## config.mk

```make
export PLATFORM = sky130hd
export DESIGN_NAME = pnr_bus_master
export DESIGN_NICKNAME = d
export VERILOG_FILES = /design/src/rtl/pnr_bus_pkg.sv /design/src/rtl/pnr_bus_watchdog.sv /design/src/rtl/pnr_bus_master.sv
export SDC_FILE = /design/constraint.sdc
export NUM_CORES = 1
export LEC_CHECK = 0
export BUFFER_PORTS_ARGS = -buffer_cell sky130_fd_sc_hd__buf_4
export CORE_ASPECT_RATIO = 2
export CORE_MARGIN = 4
export CORE_UTILIZATION = 25
export CTS_CLUSTER_DIAMETER = 50
export DETAILED_ROUTE_END_ITERATION = 6
export GPL_TIMING_DRIVEN = 0
export PLACE_DENSITY = 0.59
export RECOVER_POWER = 25
export SLEW_MARGIN = 20
export SYNTH_ARGS = -nofsm -noshare
export SYNTH_HDL_FRONTEND = slang
export SYNTH_SLANG_ARGS = --single-unit
```

## constraint.sdc

```tcl
create_clock -name clk_i -period 2.1 [get_ports clk_i]
set_clock_uncertainty 0.15 [all_clocks]
set_input_delay 0.21 -clock clk_i [delete_from_list [all_inputs] [get_ports clk_i]]
set_output_delay 0.21 -clock clk_i [all_outputs]
set_load 0.05 [all_outputs]
```

## src/rtl/pnr_bus_pkg.sv

```systemverilog
// Shared state type, timeout default and PNR register map for the PNR bus master.
package pnr_bus_pkg;

  typedef enum logic [1:0] {
    IDLE,
    STROBE,
    WAIT_ACK,
    RESP
  } state_e;

  localparam int unsigned TIMEOUT_DEFAULT = 64;

  localparam logic [31:0] PNR_FIFO_DATA  = 32'h0000_0070;
  localparam logic [31:0] PNR_FIFO_COUNT = 32'h0000_0074;
  localparam logic [31:0] PNR_FIFO_RESET = 32'h0000_0078;

  // Writes always take one beat; a read burst of 0 is treated as 1.
  function automatic logic [15:0] beat_count(input logic we, input logic [15:0] burst);
    if (we || burst == 16'd0) begin
      return 16'd1;
    end
    return burst;
  endfunction

endpackage

```

## src/rtl/pnr_bus_watchdog.sv

```systemverilog
// Ack timeout counter: cleared on strobe, counts while waiting, flags expiry on the
// last permitted waiting cycle.
module pnr_bus_watchdog
  import pnr_bus_pkg::*;
#(
  parameter int unsigned TIMEOUT_CYCLES = TIMEOUT_DEFAULT
) (
  input  logic clk_i,
  input  logic rstn_i,
  input  logic i_clear,
  input  logic i_start,
  output logic o_expired
);

  logic [15:0] r_count;

  assign o_expired = i_start && (r_count == 16'(TIMEOUT_CYCLES - 1));

  always_ff @(posedge clk_i or negedge rstn_i) begin
    if (!rstn_i) begin
      r_count <= '0;
    end else if (i_clear) begin
      r_count <= '0;
    end else if (i_start && !o_expired) begin
      r_count <= r_count + 16'd1;
    end
  end

endmodule

```

## src/rtl/pnr_bus_master.sv

```systemverilog
// Command/response to simple strobe-ack bus master with same-address read bursts.
// Optional ack timeout is enabled by defining PNR_BUS_TIMEOUT_EN.
module pnr_bus_master
  import pnr_bus_pkg::*;
#(
  parameter int unsigned TIMEOUT_CYCLES = TIMEOUT_DEFAULT
) (
  input  logic        clk_i,
  input  logic        rstn_i,
  input  logic        cmd_valid,
  output logic        cmd_ready,
  input  logic        cmd_we,
  input  logic [31:0] cmd_addr,
  input  logic [31:0] cmd_wdata,
  input  logic [15:0] cmd_burst,
  output logic        rsp_valid,
  input  logic        rsp_ready,
  output logic [31:0] rsp_data,
  output logic        rsp_err,
  output logic        rsp_last,
  output logic [31:0] sys_addr,
  output logic [31:0] sys_wdata,
  output logic        sys_wen,
  output logic        sys_ren,
  input  logic [31:0] sys_rdata,
  input  logic        sys_err,
  input  logic        sys_ack
);

  state_e      r_state;
  logic        r_we;
  logic [15:0] r_remaining;
  logic [31:0] r_sys_addr;
  logic [31:0] r_sys_wdata;
  logic        r_sys_wen;
  logic        r_sys_ren;
  logic        r_rsp_valid;
  logic [31:0] r_rsp_data;
  logic        r_rsp_err;
  logic        r_rsp_last;
  logic        w_expired;

`ifdef PNR_BUS_TIMEOUT_EN
  pnr_bus_watchdog #(
    .TIMEOUT_CYCLES(TIMEOUT_CYCLES)
  ) u_watchdog (
    .clk_i    (clk_i),
    .rstn_i   (rstn_i),
    .i_clear  (r_state == STROBE),
    .i_start  (r_state == WAIT_ACK),
    .o_expired(w_expired)
  );
`else
  logic w_unused_timeout;
  assign w_unused_timeout = (TIMEOUT_CYCLES > 32'd1);
  assign w_expired        = 1'b0;
`endif

  // Held low while reset is asserted even though the state already reads IDLE.
  assign cmd_ready = (r_state == IDLE) && rstn_i;
  assign rsp_valid = r_rsp_valid;
  assign rsp_data  = r_rsp_data;
  assign rsp_err   = r_rsp_err;
  assign rsp_last  = r_rsp_last;
  assign sys_addr  = r_sys_addr;
  assign sys_wdata = r_sys_wdata;
  assign sys_wen   = r_sys_wen;
  assign sys_ren   = r_sys_ren;

  always_ff @(posedge clk_i or negedge rstn_i) begin
    if (!rstn_i) begin
      r_state     <= IDLE;
      r_we        <= 1'b0;
      r_remaining <= '0;
      r_sys_addr  <= '0;
      r_sys_wdata <= '0;
      r_sys_wen   <= 1'b0;
      r_sys_ren   <= 1'b0;
      r_rsp_valid <= 1'b0;
      r_rsp_data  <= '0;
      r_rsp_err   <= 1'b0;
      r_rsp_last  <= 1'b0;
    end else begin
      unique case (r_state)
        IDLE: begin
          if (cmd_valid) begin
            r_we        <= cmd_we;
            r_sys_addr  <= cmd_addr;
            r_sys_wdata <= cmd_wdata;
            r_remaining <= beat_count(cmd_we, cmd_burst);
            r_sys_wen   <= cmd_we;
            r_sys_ren   <= !cmd_we;
            r_state     <= STROBE;
          end
        end
        STROBE: begin
          r_sys_wen <= 1'b0;
          r_sys_ren <= 1'b0;
          r_state   <= WAIT_ACK;
        end
        WAIT_ACK: begin
          if (sys_ack) begin
            r_rsp_valid <= 1'b1;
            r_rsp_err   <= sys_err;
            r_rsp_data  <= (r_we || sys_err) ? 32'd0 : sys_rdata;
            r_rsp_last  <= sys_err || (r_remaining == 16'd1);
            r_state     <= RESP;
          end else if (w_expired) begin
            r_rsp_valid <= 1'b1;
            r_rsp_err   <= 1'b1;
            r_rsp_data  <= 32'd0;
            r_rsp_last  <= 1'b1;
            r_state     <= RESP;
          end
        end
        RESP: begin
          if (rsp_ready) begin
            r_rsp_valid <= 1'b0;
            if (r_rsp_last) begin
              r_state <= IDLE;
            end else begin
              // Next beat re-strobes the same address.
              r_remaining <= r_remaining - 16'd1;
              r_sys_wen   <= r_we;
              r_sys_ren   <= !r_we;
              r_state     <= STROBE;
            end
          end
        end
        default: r_state <= IDLE;
      endcase
    end
  end

endmodule

```

==> results.sh <==
export IMPL_final_layout_size_suffix_gt1_share_pct=49.1
export IMPL_dpl_hpwl_microns=12500
export IMPL_fin_ws_ns=-0.0751
export IMPL_syn_inst=393
export IMPL_grt_ovfl_total=0
export IMPL_wl_per_cell_microns=16.8
export IMPL_combPwrFrac_pct=53.6
export IMPL_dpl_cell_area_sq_um=7080
export IMPL_clock_sinks=120
export IMPL_min_period_over_period_pct=104
export IMPL_outcome="finished, violations left"
export IMPL_seqPwrFrac_pct=26.2
export IMPL_final_antenna_net_count=0
export IMPL_vias_per_cell=4.58
export IMPL_die_y_microns=209
export IMPL_start_kind="flip-flop"
export IMPL_placed_cells=876
export IMPL_required_ns=2.25
export IMPL_peakVddDrop_v=0.000824
export IMPL_max_slew_margin_pct=43.6
export IMPL_nFillCells=1846
export IMPL_cts_tree="built"
export IMPL_htreeDepth=4
export IMPL_routed_wirelength_microns=17400
export IMPL_route_vias_total=4726
export IMPL_ys_warn_count=0
export IMPL_finalHoldViolations=0
export IMPL_clk_path_buf_depth=2
export IMPL_cts_buffers=17
export IMPL_internal_power_w=0.00871
export IMPL_pin_count=221
export IMPL_ys_seq_area_share_pct=59.3
export IMPL_drt_first_pass_iters=4
export IMPL_area_delta_synth_final_pct=79.5
export IMPL_core_region_area_sq_um=19900
export IMPL_critPathSlowestCell="dfrtp_1"
export IMPL_finalPower_w=0.0159
export IMPL_leakage_nw=4.25
export IMPL_clock_fmax_mhz=460
export IMPL_cp_max_fo=3
export IMPL_path_cells="inv_2, ha_4, or3b_4, buf_4, or3_4, and2_4, o21ai_2, nand2_1"
export IMPL_setup_violations=7
export IMPL_ys_types=48
export IMPL_slowest_delay_ns=0.41
export IMPL_p_clk_share_pct=20.2
export IMPL_final_min_clock_period_ns=2.18
export IMPL_clk_latency_ns=0.42
export IMPL_nNetsFinal=882
export IMPL_die_area_sq_um=22700
export IMPL_worst_pin_slew_ns=0.846
export IMPL_cts_root_buf="clkbuf_16"
export IMPL_syn_nets=518
export IMPL_violations="negative setup slack"
export IMPL_antenna_found_initial=0
export IMPL_synth_edf_count=0
export IMPL_ys_ff_latch=120
export IMPL_rows=73
export IMPL_drc_errors=0
export IMPL_gp_congestion=0.824
export IMPL_p_sw_w=0.00724
export IMPL_ys_flop_type="dfrtp_1"
export IMPL_switching_share_pct=45.4
export IMPL_min_path_type="input port to flip-flop"
export IMPL_design_area_sq_um=9090
export IMPL_syn_area_sq_um=5070
export IMPL_maxCapViolCount=0
export IMPL_path_clk_slew_ns=0.06
export IMPL_grt_total_usage_pct=15.5
export IMPL_synthArstFlopShare_pct=100
export IMPL_grt_max_degree=65
export IMPL_p_per_area_nw_per_um2=1750
export IMPL_cp_end_kind="flip-flop"
export IMPL_drtIter0Drc=228
export IMPL_initial_core_util_pct=25.4
export IMPL_syn_avg_cell_area_sq_um=12.9
export IMPL_grt_pass1_vias=5357
export IMPL_rsz0062_at_grt="yes"
export IMPL_grt_pass1_wl_microns=27100
export IMPL_cp_arrival_ns=2.33
export IMPL_drv_slew=0
export IMPL_die_w_microns=109
export IMPL_stdcell_count=1033
export IMPL_crit_type="flip-flop to flip-flop"
export IMPL_port_buffer_count=220
-- worst max-delay path, delay by kind of cell (launching register included) --
kind            cells  cell delay, ns
compound gates      1            0.09
fa+ha+maj           1            0.13
buf+inv             2            0.26
flops               1            0.41
simple gates        4            1.03
-- per-layer routing --
metal | part of all wire (%) | GRT usage, % | wire (microns)
met5 | 0 | 0 | 0
met4 | 4.2 | 8.59 | 722
met3 | 5.8 | 4.80 | 1020
met2 | 57 | 29.3 | 9950
met1 | 33 | 14.1 | 5670
-- what timing repair did --
item / CTS / global route
pin swaps: 4 / 10
hold endpoints to repair: 172 / 0
endpoints found under the setup margin: 115 / 106
hold buffers: 112 / 0
gates resized for setup: 27 / 31
setup buffers: 6 / 8
-- power by group through the flow --
stage	sequential (W)	combinational, W	clock, W
2_1_floorplan	0.00726	0.00226	0
3_3_place_gp	0.00413	0.00788	0
3_5_place_dp	0.00419	0.00798	0
4_1_cts	0.00417	0.00837	0.00330
5_1_grt	0.00432	0.00899	0.00340
6_report	0.00418	0.00855	0.00322
-- cells in the final DEF (no fill, tap or decap), drive strengths merged, types with 7 or more instances in the layout --
master | synthesis | layout
buf | 7 | 243
dfrtp | 120 | 120
dlygate4sd3 | 0 | 112
mux2 | 67 | 67
a22o | 32 | 32
clkbuf | 14 | 30
nand2 | 20 | 20
nor2 | 17 | 17
o21ai | 11 | 11
a21oi | 10 | 10
nand3 | 10 | 10
inv | 10 | 10
nor4 | 8 | 8
clkinv | 0 | 7
-- per-stage QoR --
step | TNS, ns | util [%] | hold slack (ns) | worst slack [ns]
finish | -0.308 | 45.7 | 0.0125 | -0.0751
global route | -0.804 | 45.7 | 0.00479 | -0.138
CTS | -0.0930 | 45.0 | 0.0175 | -0.0651
detailed placement | -34.59 | 35.5 | 0.0868 | -0.456
global placement | -31.27 | 35.4 | 0.278 | -0.429
floorplan | -0.00742 | - | -0.236 | -0.00742
-- logic make-up after synthesis --
logic type,share of synthesized area (%)
flops,59.3
simple gates,8.94
compound gates,12.4
mux,15.5
buf+inv,2.47
fa+ha+maj,1.48
-- sequential cells by signal, indices dropped and copies added (netlist names), 2 cells and up --
register,flops
sys_wdata,32
r_remaining,16
sys_addr,32
rsp_data,32
r_state,2
-- cell type report --
type                    count  area (sq um)  share of cell area, %
flip-flops and latches    120          3000                   33.0
repair buffers            347          2900                   31.9
multi-input cells         242          2050                   22.6
clock buffers              19           453                   4.98
well taps                 262           328                   3.60
clock inverters            13           200                   2.20
plain buffers              19           115                   1.27
inverters                  10          37.5                  0.413
diodes                      1          2.50                 0.0275
-- Yosys cell counts (all sizes together), types with 4 or more instances --
cell | count | area, sq um
buf | 7 | 35.0
nor2 | 17 | 66.3
inv | 10 | 37.5
nor4 | 8 | 62.6
a21oi | 10 | 50.1
mux2 | 67 | 754
ha | 6 | 75.1
o21ai | 11 | 55.1
dfrtp | 120 | 3000
a211oi | 4 | 30.0
or3 | 4 | 30.0
nand3 | 10 | 50.1
a22o | 32 | 280
o31ai | 4 | 30.0
clkbuf | 14 | 52.6
a221o | 4 | 40.0
nor3 | 6 | 30.0
nand2 | 20 | 75.1
nand2b | 4 | 25.0
a22oi | 4 | 30.0
-- path summary, 6_finish.rpt --
path | startpoint | end | slack, ns | cells past startpoint
setup / recovery | r_remaining[1]$_DFFE_PN0P_ | r_remaining[6]$_DFFE_PN0P_ | -0.08 | 8
setup reg to reg | r_remaining[1]$_DFFE_PN0P_ | r_remaining[6]$_DFFE_PN0P_ | -0.08 | 8
max in group asynchronous | rstn_i | rsp_data[5]$_DFFE_PN0P_ | 0.35 | 3
hold / removal | cmd_burst[10] | r_remaining[10]$_DFFE_PN0P_ | 0.01 | 3
hold reg to reg | sys_wdata[0]$_DFFE_PN0P_ | sys_wdata[0]$_DFFE_PN0P_ | 0.35 | 1
min in group asynchronous | rstn_i | r_state[1]$_DFFE_PN0P_ | 0.19 | 2
(Power assumes the default switching activity.)
